[src/rtl/rf_wr_arbiter_if.sv]
// Register-file write-port bus: write-back request, side-unit request,
// and the arbitrated register-file write port.
interface rf_wr_arbiter_if;
  // write-back stage request
  logic       P_RW;
  logic [2:0] P_DA;
  logic [7:0] P_D;
  // side unit request
  logic       S_VALID;
  logic [2:0] S_DA;
  logic [7:0] S_D;
  logic       S_READY;
  // pipeline hold
  logic       STALL;
  // register-file write port
  logic       RWO;
  logic [2:0] DAO;
  logic [7:0] BuD;

  // requester side (write-back stage, side unit, register file)
  modport master (
    output P_RW, P_DA, P_D, S_VALID, S_DA, S_D,
    input  S_READY, STALL, RWO, DAO, BuD
  );

  // arbiter side
  modport slave (
    input  P_RW, P_DA, P_D, S_VALID, S_DA, S_D,
    output S_READY, STALL, RWO, DAO, BuD
  );
endinterface

[src/rtl/rf_wr_arbiter.sv]
// rf_wr_arbiter: shares the single register-file write port between the
// write-back stage (priority) and a side unit buffered in a small FIFO.
// A starvation guard raises STALL so a live side entry is eventually written.
// Optional macro RF_WR_STATS_EN adds saturating STALL_CNT / KILL_CNT outputs.
module rf_wr_arbiter #(
  parameter int unsigned DEPTH      = 2,
  parameter int unsigned STARVE_MAX = 4
) (
  input  logic            CLK,
  input  logic            RST_N,
  rf_wr_arbiter_if.slave  bus
`ifdef RF_WR_STATS_EN
  ,
  output logic [15:0]     STALL_CNT,
  output logic [15:0]     KILL_CNT
`endif
);

  localparam int unsigned PW = $clog2(DEPTH);
  localparam int unsigned CW = PW + 1;

  // FIFO storage and bookkeeping
  logic [2:0]    da_q   [DEPTH];
  logic [7:0]    d_q    [DEPTH];
  logic [DEPTH-1:0] live_q;
  logic [PW-1:0] wr_ptr_q, rd_ptr_q;
  logic [CW-1:0] count_q, count_d;
  logic [3:0]    starve_q, starve_d;

  // registered write port
  logic          rwo_q, rwo_d;
  logic [2:0]    dao_q, dao_d;
  logic [7:0]    bud_q, bud_d;

  logic          full, empty, push, pop;
  logic          head_live, dead_head, stall;
  logic          grant_side, grant_pipe;
  logic [DEPTH-1:0] valid_v, kill_v;
  logic          any_kill;

  assign full       = (count_q == CW'(DEPTH));
  assign empty      = (count_q == '0);
  assign push       = bus.S_VALID && !full;
  assign head_live  = !empty && live_q[rd_ptr_q];
  assign dead_head  = !empty && !live_q[rd_ptr_q];
  assign stall      = head_live && (starve_q >= 4'(STARVE_MAX));
  assign grant_side = stall || (!bus.P_RW && head_live);
  assign grant_pipe = !stall && bus.P_RW;
  // a dead head is only ever popped when the side is not granted
  assign pop        = grant_side || dead_head;
  assign any_kill   = |kill_v;

  assign bus.S_READY = !full;
  assign bus.STALL   = stall;
  assign bus.RWO     = rwo_q;
  assign bus.DAO     = dao_q;
  assign bus.BuD     = bud_q;

  // Occupied slots, and which live entries a pipeline write supersedes
  always_comb begin
    valid_v = '0;
    kill_v  = '0;
    for (int unsigned i = 0; i < DEPTH; i++) begin
      logic [PW-1:0] off;
      off        = PW'(i) - rd_ptr_q;
      valid_v[i] = ({1'b0, off} < count_q);
      kill_v[i]  = grant_pipe && valid_v[i] && live_q[i] && (da_q[i] == bus.P_DA);
    end
  end

  // Next write-port value, occupancy and starvation count
  always_comb begin
    rwo_d    = 1'b0;
    dao_d    = dao_q;
    bud_d    = bud_q;
    if (grant_side) begin
      rwo_d = 1'b1;
      dao_d = da_q[rd_ptr_q];
      bud_d = d_q[rd_ptr_q];
    end else if (grant_pipe) begin
      rwo_d = 1'b1;
      dao_d = bus.P_DA;
      bud_d = bus.P_D;
    end

    count_d = count_q;
    if (push && !pop)      count_d = count_q + 1'b1;
    else if (!push && pop) count_d = count_q - 1'b1;

    starve_d = starve_q;
    if (pop || !head_live)                   starve_d = '0;
    else if (grant_pipe && starve_q != 4'hF) starve_d = starve_q + 1'b1;
  end

  // FIFO state; kills apply to existing entries, the same-cycle push lands live
  always_ff @(posedge CLK or negedge RST_N) begin
    if (!RST_N) begin
      for (int unsigned i = 0; i < DEPTH; i++) begin
        da_q[i] <= '0;
        d_q[i]  <= '0;
      end
      live_q   <= '0;
      wr_ptr_q <= '0;
      rd_ptr_q <= '0;
      count_q  <= '0;
      starve_q <= '0;
    end else begin
      for (int unsigned i = 0; i < DEPTH; i++) begin
        if (kill_v[i]) live_q[i] <= 1'b0;
      end
      if (push) begin
        da_q[wr_ptr_q]   <= bus.S_DA;
        d_q[wr_ptr_q]    <= bus.S_D;
        live_q[wr_ptr_q] <= 1'b1;
        wr_ptr_q         <= wr_ptr_q + 1'b1;
      end
      if (pop) rd_ptr_q <= rd_ptr_q + 1'b1;
      count_q  <= count_d;
      starve_q <= starve_d;
    end
  end

  // Registered register-file write port
  always_ff @(posedge CLK or negedge RST_N) begin
    if (!RST_N) begin
      rwo_q <= 1'b0;
      dao_q <= '0;
      bud_q <= '0;
    end else begin
      rwo_q <= rwo_d;
      dao_q <= dao_d;
      bud_q <= bud_d;
    end
  end

`ifdef RF_WR_STATS_EN
  logic [15:0] stall_cnt_q, kill_cnt_q;

  assign STALL_CNT = stall_cnt_q;
  assign KILL_CNT  = kill_cnt_q;

  // Saturating event counters
  always_ff @(posedge CLK or negedge RST_N) begin
    if (!RST_N) begin
      stall_cnt_q <= '0;
      kill_cnt_q  <= '0;
    end else begin
      if (stall && stall_cnt_q != '1)   stall_cnt_q <= stall_cnt_q + 1'b1;
      if (any_kill && kill_cnt_q != '1) kill_cnt_q  <= kill_cnt_q + 1'b1;
    end
  end
`endif

endmodule

[src/flat_wrapper.sv]
// flat-port wrapper written by rule: the top's interface ports become plain ports
module rf_wr_arbiter_flat 
#(
  parameter int unsigned DEPTH      = 2,
  parameter int unsigned STARVE_MAX = 4
)
  (CLK, RST_N, bus_P_RW, bus_P_DA, bus_P_D, bus_S_VALID, bus_S_DA, bus_S_D, bus_S_READY, bus_STALL, bus_RWO, bus_DAO, bus_BuD);
  rf_wr_arbiter_if bus_i ();
  input  logic CLK;
  input  logic RST_N;
  input wire logic [$bits(bus_i.P_RW)-1:0] bus_P_RW;
  input wire logic [$bits(bus_i.P_DA)-1:0] bus_P_DA;
  input wire logic [$bits(bus_i.P_D)-1:0] bus_P_D;
  input wire logic [$bits(bus_i.S_VALID)-1:0] bus_S_VALID;
  input wire logic [$bits(bus_i.S_DA)-1:0] bus_S_DA;
  input wire logic [$bits(bus_i.S_D)-1:0] bus_S_D;
  output wire logic [$bits(bus_i.S_READY)-1:0] bus_S_READY;
  output wire logic [$bits(bus_i.STALL)-1:0] bus_STALL;
  output wire logic [$bits(bus_i.RWO)-1:0] bus_RWO;
  output wire logic [$bits(bus_i.DAO)-1:0] bus_DAO;
  output wire logic [$bits(bus_i.BuD)-1:0] bus_BuD;
  assign bus_i.P_RW = bus_P_RW;
  assign bus_i.P_DA = bus_P_DA;
  assign bus_i.P_D = bus_P_D;
  assign bus_i.S_VALID = bus_S_VALID;
  assign bus_i.S_DA = bus_S_DA;
  assign bus_i.S_D = bus_S_D;
  assign bus_S_READY = bus_i.S_READY;
  assign bus_STALL = bus_i.STALL;
  assign bus_RWO = bus_i.RWO;
  assign bus_DAO = bus_i.DAO;
  assign bus_BuD = bus_i.BuD;
  rf_wr_arbiter #(.DEPTH(DEPTH), .STARVE_MAX(STARVE_MAX)) u_core (.CLK(CLK), .RST_N(RST_N), .bus(bus_i));
endmodule
[config.mk]
export PLATFORM = sky130hd
export DESIGN_NAME = rf_wr_arbiter_flat
export DESIGN_NICKNAME = d
export VERILOG_FILES = /design/src/rtl/rf_wr_arbiter_if.sv /design/src/rtl/rf_wr_arbiter.sv /design/src/flat_wrapper.sv
export SDC_FILE = /design/constraint.sdc
export NUM_CORES = 1
export LEC_CHECK = 0
export BUFFER_PORTS_ARGS = -buffer_cell sky130_fd_sc_hd__buf_2
export CAP_MARGIN = 20
export CORE_ASPECT_RATIO = 0.9
export CORE_UTILIZATION = 60
export CTS_CLUSTER_DIAMETER = 150
export DETAILED_ROUTE_END_ITERATION = 10
export PLACE_DENSITY = 0.89
export RECOVER_POWER = 25
export SLEW_MARGIN = 0
export SYNTH_ARGS = -nofsm -noshare
export SYNTH_HDL_FRONTEND = slang
export SYNTH_SLANG_ARGS = --single-unit
[constraint.sdc]
create_clock -name CLK -period 3.5 [get_ports CLK]
set_clock_uncertainty 0.2 [all_clocks]
set_input_delay 0.175 -clock CLK [delete_from_list [all_inputs] [get_ports CLK]]
set_output_delay 0.175 -clock CLK [all_outputs]
set_load 0.1 [all_outputs]
==> results.cfg <==
[status]
status = complete, no violations

[clock_tree]
cts_buffers = 5
cts_setup_buffers = 0
cts_root_buf = clkbuf_8
cts_max_level = 2
clk_pin_slew_worst_paths_ps = 80
cts_tree = yes
clock_latency_ps = 290
clock_path_buffers = 2
cts.sinks = 44

[sta]
setup-violations-final = 0
drv_slew = 0
rsz0062_at_grt = false
finalSetupTns_ps = 0
max_freq_ghz = 0.422
hold_viol = 0
maxSlewHeadroom_pct = 22.9
fin_crit_ps = 2370
fin_crit_sh_pct = 67.7
worst_pin_slew_ps = 1160
setup_ws_ps = 1130

[grt]
grt_pass1_vias = 1580
grt_max_degree = 45
grt-ovfl-total = 0
grt_pass1_wl_mm = 7.19
grtUsageTotal_pct = 24.2
antenna_found_initial = 0

[placement]
numPortBuffers = 39
detailed_place_hpwl_mm = 2.95
dp_cells = 257
routabilityCongestion = 0.870
preCtsSetupSlack_ps = 1110

[synthesis]
synth_nets = 212
synth_area_leader_cell = dfrtp_1
synth_top_area_share_pct = 47.7
ys_ff_latch = 44
synth_flop_cell = dfrtp_1
synth_edf_count = 0
synth.distinct_cells = 37
synthAdderAreaFrac_pct = 1.08
synth_area_leaders = dfrtp_1, mux2_2, a211oi_1
avgSynthCellArea_sq_um = 12.5
synth_top_family_by_area = multiplexers
synth_seq_area_share_pct = 47.7
ys_async_sr_fraction_pct = 100
synthMuxAreaShare_pct = 18.5
synth-simple-area-share_pct = 5.91
synth_compound_gate_area_share_pct = 17.1
syn-cell-area_sq_um = 2310
synthXorXnorAreaFrac_pct = 4.17
netlist_instances = 184
ys.warnings.count = 0

[detailed_routing]
routedWlPerCell_microns = 16.0
drc = 0
via_count = 1600
drt_wl_total_mm = 4.42
vias_per_cell = 5.78
firstDrtPassIters = 4
first_iter_violations = 93
ant_nets = 0

[job]
cap_violations = 0

[setup_path]
start_kind = register
crit_start = u_core.count_q[0]
required_ps = 3470
rr_endpoint = u_core.count_q[1]
reg2reg_depth = 6
worst-path-max-fanout = 12
regToRegSetupSlack_ps = 1130
cp-end-kind = register
r2r-start = u_core.count_q[0]
crit_type = register to register
cp.arrival_ps = 2340

[cells_and_area]
layoutNonFillerInstCount = 277
nNetsFinal = 259
drive_gt1_share_pct = 35.5
n_antenna_cell = 0
syn2layout_area_growth_pct = 16.4
fin_util_pct = 72.5

[min_path]
holdCritStartpoint = bus_P_D[7]
min_path_cells = 3
worstHoldEndpoint = u_core.bus.BuD[7]
hp-class = primary input to register

[die]
die_h_microns = 60.8
rows = 21
fp.dieW_microns = 67.4
start_util_pct = 62.3
pin_count = 40
die_area_sq_um = 4100
fp.coreArea_sq_um = 3700
==> flip-flops by register name, summed over array words and instances, names as in the netlist <==
name and flops:
u_core.bus.DAO 3, u_core.live_q 2, u_core.starve_q 4, u_core.bus.BuD 8, u_core.count_q 2, u_core.d_q 16
u_core.bus.RWO 1, u_core.rd_ptr_q 1, u_core.wr_ptr_q 1, u_core.da_q 6
==> metal layers <==
metal	share of wire [%]	up-vias	track usage [%]	routed length [microns]
met4	0.45	0	6.99	20
li1	-	776	-	-
met5	0	-	0	0
met2	48	43	40.6	2140
met1	46	779	31.8	2020
met3	5.5	2	5.26	242
==> metrics by stage <==
step                hold WS (ps)  instance area [sq um]
floorplan                   -321                   2310
global placement             170                   2480
detailed placement           176                   2480
CTS                         14.1                   2710
global route                13.7                   2690
finish                      14.7                   2690
==> synth_stat cells (2+ instances only) <==
library cell / n
buf_2: 6
o22a_1: 2
nor2_1: 16
a211oi_1: 22
mux2_4: 8
dfrtp_1: 44
mux2_2: 25
ha_1: 2
nand2_1: 2
a2111oi_0: 4
xor2_1: 6
buf_6: 3
a2111oi_2: 6
buf_4: 5
and2_1: 2
clkbuf_1: 2
inv_1: 3
xnor2_1: 5
nor3_1: 3
==> layout by cell type, fill, tap and decap left out, types with 3 or more instances in the layout <==
cell type and n:
a2111oi_0 4, a2111oi_2 6, a211oi_1 22, buf_2 27
buf_4 4, clkbuf_1 12, clkbuf_8 7, dfrtp_1 44
dlygate4sd3_1 13, inv_1 3, mux2_2 25, mux2_4 8
nor2_1 16, nor3_1 3, xnor2_1 5, xor2_1 6
==> how the worst max path moves through the flow <==
| stage | to | cells after the start |
|---|---|---|
| after floorplan | bus_STALL | 4 |
| after global placement | u_core.count_q[1] | 6 |
| after detailed placement | u_core.count_q[1] | 6 |
| after CTS | u_core.count_q[1] | 6 |
| after global routing | u_core.count_q[1] | 6 |
| final | u_core.count_q[1] | 6 |
==> logic make-up after synthesis <==
| group | after synthesis |
|---|---|
| compound gates | 43 |
| xor+xnor | 11 |
| fa+ha+maj | 2 |
| buf+inv | 20 |
| flops | 44 |
| mux | 35 |
| other cells | 1 |
| simple gates | 28 |
==> what timing repair did <==
item,4_1_cts,5_1_grt
endpoints found under the hold margin,67,0
hold buffers,13,0
gates resized for setup,0,0
==> area by class of cell <==
| class | count | area (sq um) |
|---|---|---|
| timing repair buffer | 56 | 340 |
| clock buffer | 7 | 96.3 |
| fill | 279 | 1020 |
| tap | 46 | 57.6 |
| inverter | 4 | 15.0 |
| multi-input combinational | 120 | 1080 |
| sequential | 44 | 1100 |
==> critical path: stages, from the launching register on <==
cell and delay [ps]:
dfrtp_1 480, nor2_1 810, a31o_2 240, ha_1 160, xor2_1 150, nor2_1 60, xor2_1 130
Power is left out: the tool's default activity adds up to more than one toggle a clock period on the data nets, which glitch-free logic cannot reach.
